## src/rtl/trap_ctrl.sv

```systemverilog
// Machine-mode trap controller: takes exceptions and interrupts from EX.
// It writes the trap CSRs, then redirects the PC to mtvec. MRET restores MIE and jumps to mepc.
module trap_ctrl (
    input  logic        clk,
    input  logic        rst_n,
    input  logic        inst_valid_i,
    input  logic [31:0] inst_addr_i,
    input  logic        ecall_i,
    input  logic        ebreak_i,
    input  logic        illegal_i,
    input  logic        mret_i,
    input  logic        ext_irq_i,
    input  logic        timer_irq_i,
    input  logic [31:0] r_mstatus_i,
    input  logic [31:0] r_mepc_i,
    input  logic [31:0] r_mtvec_i,
    input  logic [31:0] r_mie_i,
    output logic        w_enable_o,
    output logic        w_ctrl_enable_o,
    output logic [31:0] w_mstatus_o,
    output logic [31:0] w_mepc_o,
    output logic [31:0] w_mie_o,
    output logic [31:0] w_mcause_o,
    output logic        hold_o,
    output logic        flush_o,
    output logic        jump_o,
    output logic [31:0] jump_addr_o
);

    localparam logic [31:0] CauseEcall   = 32'h0000_000B;
    localparam logic [31:0] CauseEbreak  = 32'h0000_0003;
    localparam logic [31:0] CauseIllegal = 32'h0000_0002;
    localparam logic [31:0] CauseExtIrq  = 32'h8000_000B;
    localparam logic [31:0] CauseTmrIrq  = 32'h8000_0007;

    typedef enum logic [2:0] {
        StIdle    = 3'd0,
        StTrapWr  = 3'd1,
        StTrapJmp = 3'd2,
        StMretWr  = 3'd3,
        StMretJmp = 3'd4
    } state_e;

    state_e      state_q, state_d;
    logic [31:0] cause_q, cause_d;
    logic [31:0] epc_q, epc_d;

    logic ext_ok, tmr_ok, trap_take, accept;

    assign ext_ok = ext_irq_i & r_mstatus_i[3] & r_mie_i[11];
    assign tmr_ok = timer_irq_i & r_mstatus_i[3] & r_mie_i[7];

    always_ff @(posedge clk) begin
        if (!rst_n) begin
            state_q <= StIdle;
            cause_q <= 32'h0;
            epc_q   <= 32'h0;
        end else begin
            state_q <= state_d;
            cause_q <= cause_d;
            epc_q   <= epc_d;
        end
    end

    always_comb begin
        state_d         = state_q;
        cause_d         = cause_q;
        epc_d           = epc_q;
        trap_take       = 1'b0;
        accept          = 1'b0;
        w_enable_o      = 1'b0;
        w_ctrl_enable_o = 1'b0;
        w_mstatus_o     = 32'h0;
        w_mepc_o        = 32'h0;
        w_mie_o         = 32'h0;
        w_mcause_o      = 32'h0;
        hold_o          = 1'b0;
        flush_o         = 1'b0;
        jump_o          = 1'b0;
        jump_addr_o     = 32'h0;

        unique case (state_q)
            StIdle: begin
                // Gated by rst_n so hold stays low while reset is asserted.
                if (rst_n && inst_valid_i) begin
                    accept = 1'b1;
                    if (illegal_i) begin
                        cause_d   = CauseIllegal;
                        trap_take = 1'b1;
                    end else if (ecall_i) begin
                        cause_d   = CauseEcall;
                        trap_take = 1'b1;
                    end else if (ebreak_i) begin
                        cause_d   = CauseEbreak;
                        trap_take = 1'b1;
                    end else if (mret_i) begin
                        state_d = StMretWr;
                    end else if (ext_ok) begin
                        cause_d   = CauseExtIrq;
                        trap_take = 1'b1;
                    end else if (tmr_ok) begin
                        cause_d   = CauseTmrIrq;
                        trap_take = 1'b1;
                    end else begin
                        accept = 1'b0;
                    end
                end
                if (trap_take) begin
                    state_d = StTrapWr;
                    epc_d   = inst_addr_i;
                end
                hold_o  = accept;
                flush_o = accept;
            end
            StTrapWr: begin
                w_enable_o      = 1'b1;
                w_ctrl_enable_o = 1'b1;
                w_mepc_o        = epc_q;
                w_mcause_o      = cause_q;
                w_mie_o         = r_mie_i;
                w_mstatus_o     = r_mstatus_i;
                w_mstatus_o[7]  = r_mstatus_i[3];
                w_mstatus_o[3]  = 1'b0;
                w_mstatus_o[12:11] = 2'b11;
                hold_o          = 1'b1;
                state_d         = StTrapJmp;
            end
            StTrapJmp: begin
                jump_o      = 1'b1;
                flush_o     = 1'b1;
                hold_o      = 1'b1;
                jump_addr_o = {r_mtvec_i[31:2], 2'b00};
                state_d     = StIdle;
            end
            StMretWr: begin
                w_enable_o      = 1'b1;
                w_ctrl_enable_o = 1'b1;
                w_mepc_o        = r_mepc_i;
                w_mcause_o      = cause_q;
                w_mie_o         = r_mie_i;
                w_mstatus_o     = r_mstatus_i;
                w_mstatus_o[3]  = r_mstatus_i[7];
                w_mstatus_o[7]  = 1'b1;
                hold_o          = 1'b1;
                state_d         = StMretJmp;
            end
            StMretJmp: begin
                jump_o      = 1'b1;
                flush_o     = 1'b1;
                hold_o      = 1'b1;
                jump_addr_o = r_mepc_i;
                state_d     = StIdle;
            end
            default: state_d = StIdle;
        endcase
    end

endmodule
```

## config.mk

```make
export PLATFORM = sky130hd
export DESIGN_NAME = trap_ctrl
export DESIGN_NICKNAME = d
export VERILOG_FILES = /design/src/rtl/trap_ctrl.sv
export SDC_FILE = /design/constraint.sdc
export NUM_CORES = 1
export LEC_CHECK = 0
export ABC_AREA = 1
export BUFFER_PORTS_ARGS = -buffer_cell sky130_fd_sc_hd__buf_2
export CORE_AREA = 2 2 129 131
export DETAILED_ROUTE_END_ITERATION = 7
export DIE_AREA = 0 0 131 133
export HOLD_SLACK_MARGIN = 0.1
export PLACE_DENSITY_LB_ADDON = 0.08
export RECOVER_POWER = 50
export SYNTH_ARGS = -nofsm -noshare
export SYNTH_HDL_FRONTEND = slang
export SYNTH_SLANG_ARGS = --single-unit
```

## constraint.sdc

```tcl
create_clock -name clk -period 2.8 [get_ports clk]
set_input_delay 0.14 -clock clk [delete_from_list [all_inputs] [get_ports clk]]
set_output_delay 0.14 -clock clk [all_outputs]
set_load 0.005 [all_outputs]
```

==> impl_metrics.toml, run 1 <==
[clock_tree]
numClockSinks = 40
insertion_delay_ns = 0.29
clk_pin_slew_ns = 0.06
post_cts_resize_count = 0
clock_tree_from_tritoncts = "built"
ctsHtreeMaxLevel = 2
max-clock-path-buffers = 2
cts_inserted_buffers = 5
cts.root.buffer_cell = "sky130_fd_sc_hd__clkbuf_16"

[placement]
gpl.final_weighted_congestion = 0.730
numPortBuffers = 304
dp_hpwl_mm = 11.0

[power_and_ir_drop]
irDropWorstVdd_v = 0.000190
clock_power_share_pct = 39.3
share_comb_of_total_power_pct = 27.6
seq_power_share_pct = 33.0
static-leakage-power_uw = 0.00298
power_density_nw_per_um2 = 366
p_sw_uw = 566
power_report.internal_total_uw = 1290
power.switching_fraction_pct = 30.5

[setup_path]
rr_startpoint = "state_q[1]"
timing.critical_path.from_type = "register"
path_class = "register to primary output"
critical_path.endpoint_type = "primary output"
reg2reg_setup_slack_ns = 0.72
crit_start = "state_q[0]"
critical_path.endpoint = "w_mstatus_o[4]"
largest_driver_fanout_on_the_critical_path = 27
reg2reg_depth = 6
r2r_end = "cause_q[31]"
timing.critical_path.required_ns = 2.66
critPathArrivalTime_ns = 2.06

[floorplan]
floorplan.die_area_um2 = 17400
rows = 47
top_level_ports = 334
dieWidth_um = 131
dieHeight_um = 133
core-area_um2 = 16200
initial_core_utilization_pct = 20.2

[detailed_routing]
totalWireLength_mm = 14.5
detailedRoute.firstPassIterationCount = 4
drt-initial-drc-count = 104
post-route-drc-count = 0
via_count = 4262
antenna_violating_nets_post_route = 0
vias_per_cell = 4.00
avgRoutedWirePerCell_um = 13.6

[worst_hold_path]
hold_class = "input pin to register"

[synth]
edff_count_synth = 0
synth_area_um2 = 3260
ys_dominant_reg_cell = "sky130_fd_sc_hd__dfxtp_1"
number_of_distinct_standard_cells_referenced_by_the_synthesized_netlist = 22
syn_avg_cell_area_um2 = 5.91
synth_top_area_share_pct = 24.5
synth.ff_latch_count = 40
cell_with_the_most_instances_after_synthesis = "sky130_fd_sc_hd__inv_1"
synth_sequential_area_ratio_pct = 24.5
synth.yosys.warnings = 0
yosysTopAreaCell = "sky130_fd_sc_hd__dfxtp_1"
post_synth_inst_count = 552
netlist_top_cells_count = "sky130_fd_sc_hd__inv_1 (169), sky130_fd_sc_hd__nor2_1 (81), sky130_fd_sc_hd__o22ai_1 (62), sky130_fd_sc_hd__nand2_1 (45), sky130_fd_sc_hd__dfxtp_1 (40)"
synth.area.top_cells = "sky130_fd_sc_hd__dfxtp_1 (25%), sky130_fd_sc_hd__inv_1 (19%), sky130_fd_sc_hd__o22ai_1 (12%), sky130_fd_sc_hd__nor2_1 (9.3%), sky130_fd_sc_hd__buf_4 (7.6%)"
synthArstFlopShare_pct = 0

[global_routing]
overflow = 0
pin_count_of_the_biggest_net_entering_global_routing = 40
grt_use_total_pct = 16.1
first_global_vias = 4078
grt_antenna_before_repair = 0
grt_first_pass_wirelength_mm = 21.6

[timing]
slew_headroom_pct = 41.7
max_slew.worst_pin.slew_ns = 0.874
grt_setup_unrepaired = "false"
setup_total_negative_slack_ns = 0
timing.final.max_slew_violations = 0
hold_ws_ns = 0.111
max_freq_mhz = 456
timing_hold_violations_final = 0
final.period_utilization_pct = 78.4
skew_ns = 0.00227
finalSetupViolCount = 0
min_period_ns = 2.20

[finish]
final_core_utilization_pct = 31.3
diodes = 0
area_delta_synth_final_pct = 55.0
footprint_of_the_multi_input_gates_um2 = 1510
n_fill_cell = 1870
seq_area_um2 = 801
post_route_cells_drive_above_1_share_pct = 35.5
final_net_count = 1014

[run_status]
run_status = "finished, final reports clean"

[job]
max_cap_violations = 0
-- placed cells by master, fill, tap and decap left out, drive strengths merged --
| cell | netlist | routed |
|---|---|---|
| nand4 | 2 | 2 |
| bufinv | 0 | 1 |
| nor2 | 86 | 86 |
| a21oi | 37 | 37 |
| o22ai | 62 | 62 |
| dlygate4sd3 | 0 | 8 |
| nand2 | 46 | 46 |
| dfxtp | 40 | 40 |
| buf | 39 | 265 |
| clkbuf | 21 | 54 |
| nand3 | 46 | 46 |
| conb | 1 | 27 |
| inv | 172 | 172 |
-- registers in the layout, indices dropped and copies added, names as in the netlist --
signal and flops:
cause_q 5, epc_q 32, state_q 3
-- cell type report --
| cell class | instances | area share, % |
|---|---|---|
| Inverter | 172 | 12.8 |
| Sequential cell | 40 | 15.8 |
| Clock buffer | 7 | 3.02 |
| Clock inverter | 1 | 0.594 |
| Multi-Input combinational cell | 306 | 29.8 |
| Tap cell | 220 | 5.44 |
| Timing Repair Buffer | 320 | 32.5 |
-- critical path: stages (launching register included) --
cell and delay, ns:
sky130_fd_sc_hd__dfxtp_1 0.37, sky130_fd_sc_hd__inv_1 0.07, sky130_fd_sc_hd__nor2_1 0.22, sky130_fd_sc_hd__inv_1 0.34, sky130_fd_sc_hd__clkbuf_2 0.44, sky130_fd_sc_hd__nor2_1 0.18, sky130_fd_sc_hd__buf_2 0.15
-- worst min path at each step --
stage | start | to | slack (ns) | cells after the start
5_1_grt | inst_addr_i[11] | epc_q[11] | 0.12 | 3
4_1_cts | inst_addr_i[10] | epc_q[10] | 0.10 | 3
3_3_place_gp | inst_addr_i[5] | epc_q[5] | 0.41 | 3
2_1_floorplan | inst_addr_i[5] | epc_q[5] | 0.28 | 2
3_5_place_dp | inst_addr_i[3] | epc_q[3] | 0.41 | 3
6_report | inst_addr_i[10] | epc_q[10] | 0.11 | 3
-- layer usage --
metal,GRT usage (%),vias up,part of all wire (%)
met1,17.1,1879,38
met4,3.96,0,0.99
li1,-,2202,-
met3,2.87,7,6.1
met5,0,-,0
met2,31.8,174,55
-- metrics by stage --
| stage | cell area (µm²) | power, µW | worst slack, ns | cells |
|---|---|---|---|---|
| floorplan | 3360 | 914 | 1.55 | 578 |
| global placement | 4860 | 1150 | 1.03 | 1050 |
| detailed placement | 4860 | 1150 | 1.06 | 1050 |
| CTS | 5130 | 1900 | 0.725 | 1066 |
| global route | 5060 | 1970 | 0.308 | 1066 |
| finish | 5060 | 1850 | 0.605 | 1066 |
-- repair_timing --
action                    4_1_cts  5_1_grt
hold buffers                    8        0
buffers inserted                0        0
hold endpoints to repair        8        0
-- power by group through the flow --
stage | sequential, µW | clock (µW) | combinational [µW]
2_1_floorplan | 621 | 0 | 294
3_3_place_gp | 625 | 0 | 524
3_5_place_dp | 625 | 0 | 523
4_1_cts | 612 | 757 | 535
5_1_grt | 615 | 769 | 586
6_report | 612 | 729 | 512
-- cells by family (layout without fill, tap and decap cells) --
family	Yosys count	count (layout)	synth area share [%]
buf+inv	232	500	31.8
simple gates	180	180	25.9
compound gates	99	99	17.7
flops	40	40	24.5
other cells	1	27	0.115
No activity file was read; power rests on OpenSTA's default activity.
==> inputs of run 2 (changes only) <==
- clock period: 2.8 -> 2.15 ns (I/O delays scaled with it)
==> run 2 against run 1 <==
Power up 30%. Sequential cell count unchanged. First-iteration DRC count down 18%. Non-clock buffer count up 27. Wire length down 1.0%. Critical path depth unchanged. Clock power up 23%. Combinational power up 39%. Sequential power up 30%. Critical path type unchanged. Largest cell class unchanged.
==> impl_metrics.toml, run 2 (synthesis gave the netlist of run 1 again) <==
[global_routing]
grt_antenna_before_repair = 1
overflow = 0
grt_first_pass_wirelength_mm = 21.2
pin_count_of_the_biggest_net_entering_global_routing = 41
grt_use_total_pct = 15.7
first_global_vias = 4170

[setup_path]
timing.critical_path.from_type = "register"
timing.critical_path.required_ns = 2.04
cpMostUsedCell = "sky130_fd_sc_hd__nor2_1"
path_class = "register to primary output"
cp_top_family = "buffers and inverters"
r2r_end = "epc_q[10]"
reg2reg_depth = 7
critPathArrivalTime_ns = 1.85
instance_count_on_the_critical_path = 6
worst_path_max_delay_cell = "sky130_fd_sc_hd__dfxtp_1"
cpPeakStageDelay_ns = 0.38
crit_path_cell_trace = "inv_1 > nor2_1 > inv_2 > buf_12 > nor2_1 > buf_2"
rr_startpoint = "state_q[1]"
largest_driver_fanout_on_the_critical_path = 40
reg2reg_setup_slack_ns = 0.33
critical_path.endpoint_type = "primary output"
timing.critical_path.buf_inv = 4

[timing]
max_slew.worst_pin.slew_ns = 0.837
final.period_utilization_pct = 91.1
timing.final.max_slew_violations = 0
max_freq_mhz = 511
finalSetupViolCount = 0
setup_total_negative_slack_ns = 0
skew_ns = 0.00314
slew_headroom_pct = 44.2
grt_setup_unrepaired = "false"
timing_hold_violations_final = 0
min_period_ns = 1.96

[finish]
max_flop_register = "epc_q"
final_net_count = 1041
largestRegisters = "epc_q: 32 flops, cause_q: 5 flops, state_q: 3 flops"
design_area_um2 = 5310
final_cell_mix = "sky130_fd_sc_hd__buf_2 (257), sky130_fd_sc_hd__inv_1 (169), sky130_fd_sc_hd__nor2_1 (82)"
largest_reg_flops = 32
most_common_cell_after_layout_fill_and_taps_aside = "sky130_fd_sc_hd__buf_2"
area_delta_synth_final_pct = 62.9
post_route_cells_drive_above_1_share_pct = 34.6

[clock_tree]
numClockSinks = 40
insertion_delay_ns = 0.29
ctsHtreeMaxLevel = 2
clock_tree_from_tritoncts = "built"
max-clock-path-buffers = 2
cts.root.buffer_cell = "sky130_fd_sc_hd__clkbuf_16"
clk_pin_slew_ns = 0.07
cts_inserted_buffers = 5

[worst_hold_path]
holdPathEnd = "epc_q[17]"
hold_path.startpoint = "inst_addr_i[17]"
hold_class = "input pin to register"
min_path_cells = 3

[placement]
gpl.final_weighted_congestion = 0.721
placed_area_um2 = 4910
numPortBuffers = 304
dp_hpwl_mm = 11.2

[detailed_routing]
via_count = 4358
met3_wire_length_um = 901
totalWireLength_mm = 14.4
vias_per_cell = 3.98
met2WireLength_mm = 7.93
post-route-drc-count = 0
avgRoutedWirePerCell_um = 13.1
route.layer.met1.wl_mm = 5.36
drt-initial-drc-count = 85
antenna_violating_nets_post_route = 0
maxUsedRoutingLayer = "met4"
detailedRoute.firstPassIterationCount = 4

[power_and_ir_drop]
irDropWorstVdd_v = 0.000236
power.switching_fraction_pct = 31.3
seq_power_share_pct = 33.1
static-leakage-power_uw = 0.00306
final_power_uw = 2410
power_density_nw_per_um2 = 453
clock_power_share_pct = 37.3
power_report.internal_total_uw = 1660
share_comb_of_total_power_pct = 29.6
p_sw_uw = 753

[run_status]
run_status = "finished, final reports clean"

[floorplan]
dieHeight_um = 133
rows = 47
dieWidth_um = 131
top_level_ports = 334
floorplan.die_area_um2 = 17400
initial_core_utilization_pct = 20.2
core-area_um2 = 16200

[job]
max_cap_violations = 0
==> run 2: changes by cell type in the layout (fill, tap and decap cells not counted), moves of 2 or more <==
cell                            change
sky130_fd_sc_hd__dlygate4sd3_1     +23
sky130_fd_sc_hd__buf_4              +3
sky130_fd_sc_hd__clkbuf_8           -2
sky130_fd_sc_hd__clkbuf_1           +2
sky130_fd_sc_hd__clkbuf_2           -2
==> run 2: metal layers <==
layer,vias up,GRT usage [%]
li1,2262,-
met1,1916,16.4
met3,10,2.55
met2,170,31.5
met5,-,0
met4,0,4.02
==> run 2: worst max-delay path by stage <==
| stage | end | start | slack, ns |
|---|---|---|---|
| floorplan | cause_q[31] | state_q[0] | 0.91 |
| global placement | jump_addr_o[5] | state_q[1] | 0.48 |
| detailed placement | w_mcause_o[31] | state_q[0] | 0.49 |
| CTS | w_mcause_o[31] | state_q[0] | 0.16 |
| global route | w_mcause_o[31] | state_q[0] | 0.02 |
| finish | w_mcause_o[31] | state_q[0] | 0.19 |
==> run 2: power by group through the flow <==
stage                     registers [µW]  logic (µW)  clock network (µW)
after floorplan                      808         382                   0
after global placement               814         696                   0
after detailed placement             814         690                   0
after CTS                            797         740                 933
after global routing                 800         808                 964
final                                797         713                 899
==> run 2: per-stage QoR <==
step | setup WS (ns) | util, % | instances | hold slack [ns]
after floorplan | 0.908 | - | 578 | 0.250
after global placement | 0.485 | 30.3 | 1054 | 0.373
after detailed placement | 0.495 | 30.3 | 1054 | 0.372
after CTS | 0.164 | 33.3 | 1093 | 0.109
after global routing | 0.0234 | 32.9 | 1094 | 0.112
final | 0.192 | 32.9 | 1094 | 0.121
==> run 2: worst register-to-register path, cell delays in order (launching register included) <==
cell	delay, ns
sky130_fd_sc_hd__dfxtp_1	0.37
sky130_fd_sc_hd__nor2_1	0.14
sky130_fd_sc_hd__nand2_1	0.10
sky130_fd_sc_hd__nor2_1	0.30
sky130_fd_sc_hd__nand3_4	0.22
sky130_fd_sc_hd__clkbuf_4	0.35
sky130_fd_sc_hd__nand2_1	0.13
sky130_fd_sc_hd__a21oi_1	0.07
==> run 2: layout make-up <==
type                            count  area [µm²]
Sequential cell                    40         801
Antenna cell                        1        2.50
Inverter                          172         646
Tap cell                          220         275
Fill cell                        1865       10900
Clock buffer                        5         125
Timing Repair Buffer              347        1900
Clock inverter                      3        46.3
Multi-Input combinational cell    306        1520
==> run 2: what timing repair did <==
item                      CTS  global route
setup buffers               0             0
gates resized for setup     0             0
hold endpoints to repair   31             0
hold buffers               31             0
==> inputs of run 3 (changes only) <==
- CELL_PAD_IN_SITES_DETAIL_PLACEMENT: not set -> 1
- CELL_PAD_IN_SITES_GLOBAL_PLACEMENT: not set -> 2
- CORE_AREA: 2 2 129 131 -> not set
- CORE_ASPECT_RATIO: not set -> 0.8
- CORE_MARGIN: not set -> 2
- CORE_UTILIZATION: not set -> 15
- DIE_AREA: 0 0 131 133 -> not set
- PLACE_DENSITY: not set -> 0.86
- PLACE_DENSITY_LB_ADDON: 0.08 -> not set
==> run 3 against run 2 <==
Setup slack better by 0.034 ns. Critical endpoint is now w_mepc_o[25]. Clock skew grew 0.0014 ns. Fmax grew 1.8%. Global-route usage is 3.1 points lower. Sequential cell count unchanged. Highest routed layer unchanged. Combinational power grew 2%. Non-clock buffer count down 4. Power shrank 5.0%. Sequential power is essentially flat. Final area rose by 1.5%. Register-to-register slack is essentially flat. Cell count rose by 4.6%.
==> impl_metrics.toml, run 3 (synthesis gave the netlist of run 1 again) <==
[setup_path]
timing.critical_path.required_ns = 2.04
timing.critical_path.buf_inv = 3
worst_path_max_delay_cell = "sky130_fd_sc_hd__clkbuf_2"
timing.critical_path.from_type = "register"
instance_count_on_the_critical_path = 5
r2r_end = "cause_q[31]"
crit_path_cell_trace = "inv_1 > nand3_2 > clkbuf_2 > o22ai_1 > buf_2"
critPathArrivalTime_ns = 1.82
path_class = "register to primary output"
crit_start = "state_q[2]"
reg2reg_depth = 6
cpPeakStageDelay_ns = 0.47
cp_top_family = "buffers and inverters"
rr_startpoint = "state_q[1]"
critical_path.endpoint_type = "primary output"
critical_path.endpoint = "w_mepc_o[25]"
largest_driver_fanout_on_the_critical_path = 34
reg2reg_setup_slack_ns = 0.32

[timing]
max_freq_mhz = 520
timing.final.max_slew_violations = 0
skew_ns = 0.00458
timing_hold_violations_final = 0
setup_total_negative_slack_ns = 0
max_slew.worst_pin.slew_ns = 0.810
min_period_ns = 1.92
final.period_utilization_pct = 89.5
finalSetupViolCount = 0
slew_headroom_pct = 46.0
grt_setup_unrepaired = "false"

[global_routing]
grt_antenna_before_repair = 0
pin_count_of_the_biggest_net_entering_global_routing = 43
grt_first_pass_wirelength_mm = 23.0
overflow = 0
first_global_vias = 4411
grt_use_total_pct = 12.6
global_route.peak_usage_layer = "met2"
grt_use_met2_pct = 22.7
globalRouteMet1Util_pct = 15.8
globalRouteMet3Util_pct = 2.59

[detailed_routing]
avgRoutedWirePerCell_um = 13.3
antenna_violating_nets_post_route = 0
via_count = 4412
vias_per_cell = 3.86
post-route-drc-count = 0
totalWireLength_mm = 15.2
drt-initial-drc-count = 143
detailedRoute.firstPassIterationCount = 4

[clock_tree]
cts.root.buffer_cell = "sky130_fd_sc_hd__clkbuf_16"
clock_tree_from_tritoncts = "built"
ctsHtreeMaxLevel = 2
clk_pin_slew_ns = 0.07
max-clock-path-buffers = 2
insertion_delay_ns = 0.29
postCtsSetupRepairBufs = 0
numClockSinks = 40
cts_inserted_buffers = 5

[floorplan]
dieWidth_um = 169
floorplan.die_area_um2 = 22900
dieHeight_um = 136
core-area_um2 = 21400
initial_core_utilization_pct = 15.2
top_level_ports = 334
rows = 48

[worst_hold_path]
min_path_cells = 3
hold_class = "input pin to register"

[power_and_ir_drop]
seq_power_share_pct = 34.9
clock_power_share_pct = 33.3
power_report.internal_total_uw = 1530
share_comb_of_total_power_pct = 31.8
power.switching_fraction_pct = 32.9
power_density_nw_per_um2 = 424
irDropWorstVdd_v = 0.000189
static-leakage-power_uw = 0.00324
p_sw_uw = 753

[finish]
final_cell_mix = "sky130_fd_sc_hd__buf_2 (304), sky130_fd_sc_hd__inv_1 (169), sky130_fd_sc_hd__nor2_1 (82)"
largest_reg_flops = 32
most_common_cell_after_layout_fill_and_taps_aside = "sky130_fd_sc_hd__buf_2"
post_route_cells_drive_above_1_share_pct = 39.7
diodes = 0
final_net_count = 1037
area_delta_synth_final_pct = 65.4
largestRegisters = "epc_q: 32 flops, cause_q: 5 flops, state_q: 3 flops"
layoutNonFillerInstCount = 1144
max_flop_register = "epc_q"

[run_status]
run_status = "finished, final reports clean"

[placement]
placedCellCount = 1105
numPortBuffers = 304
dp_hpwl_mm = 11.5
gpl.final_weighted_congestion = 0.717

[job]
max_cap_violations = 0
run 3: cell types whose count changed in the layout (fill, tap and decap cells not counted), sizes merged:
cell	change
diode	-1
clkinv	+3
bufinv	-1
inv	-1
buf	+43
clkinvlp	-1
clkbuf	-47
run 3: tightest hold or removal path, delay by kind of cell:
kind / cells / cell delay, ns
buffers and inverters: 1 / 0.11
AND/OR/NAND/NOR: 1 / 0.08
AO/OA/AOI/OAI: 1 / 0.06
run 3: area by class of cell:
class                           instances  area, µm²
Clock buffer                            5        125
Clock inverter                          3       18.8
Fill cell                            2829      16000
Inverter                              172        648
Multi-Input combinational cell        306       1530
Sequential cell                        40        801
Tap cell                              275        344
Timing Repair Buffer                  343       1930
run 3: power by group through the flow:
stage / combinational, µW / sequential [µW] / clock (µW)
2_1_floorplan: 382 / 808 / 0
3_3_place_gp: 683 / 814 / 0
3_5_place_dp: 694 / 815 / 0
4_1_cts: 744 / 798 / 818
5_1_grt: 822 / 802 / 845
6_report: 728 / 798 / 761
run 3: through the flow:
step                total power (µW)  hold WS [ns]  setup WS [ns]  util (%)  cell area, µm²
floorplan                       1190         0.250          0.908         -            3360
global placement                1500         0.368          0.471      23.1            4950
detailed placement              1510         0.377          0.424      23.1            4950
CTS                             2360         0.102          0.108      25.2            5400
global route                    2470         0.114        0.00219      25.2            5390
finish                          2290         0.113          0.227      25.2            5390
run 3: worst min-delay path by stage:
| stage | startpoint | endpoint | slack (ns) |
|---|---|---|---|
| floorplan | inst_addr_i[5] | epc_q[5] | 0.25 |
| global placement | inst_addr_i[3] | epc_q[3] | 0.37 |
| detailed placement | inst_addr_i[3] | epc_q[3] | 0.38 |
| CTS | inst_addr_i[6] | epc_q[6] | 0.10 |
| global route | inst_addr_i[6] | epc_q[6] | 0.11 |
| finish | inst_addr_i[6] | epc_q[6] | 0.11 |
run 3: what timing repair did:
item / CTS / global route
resized for setup: 0 / 2
hold buffers: 31 / 0
endpoints found under the setup margin: 0 / 1
hold endpoints to repair: 31 / 0
run 3: metal layers:
metal	routed length, µm	part of all wire [%]
met1	6860	45
met2	7380	49
met3	874	5.7
met4	95	0.62
met5	0	0
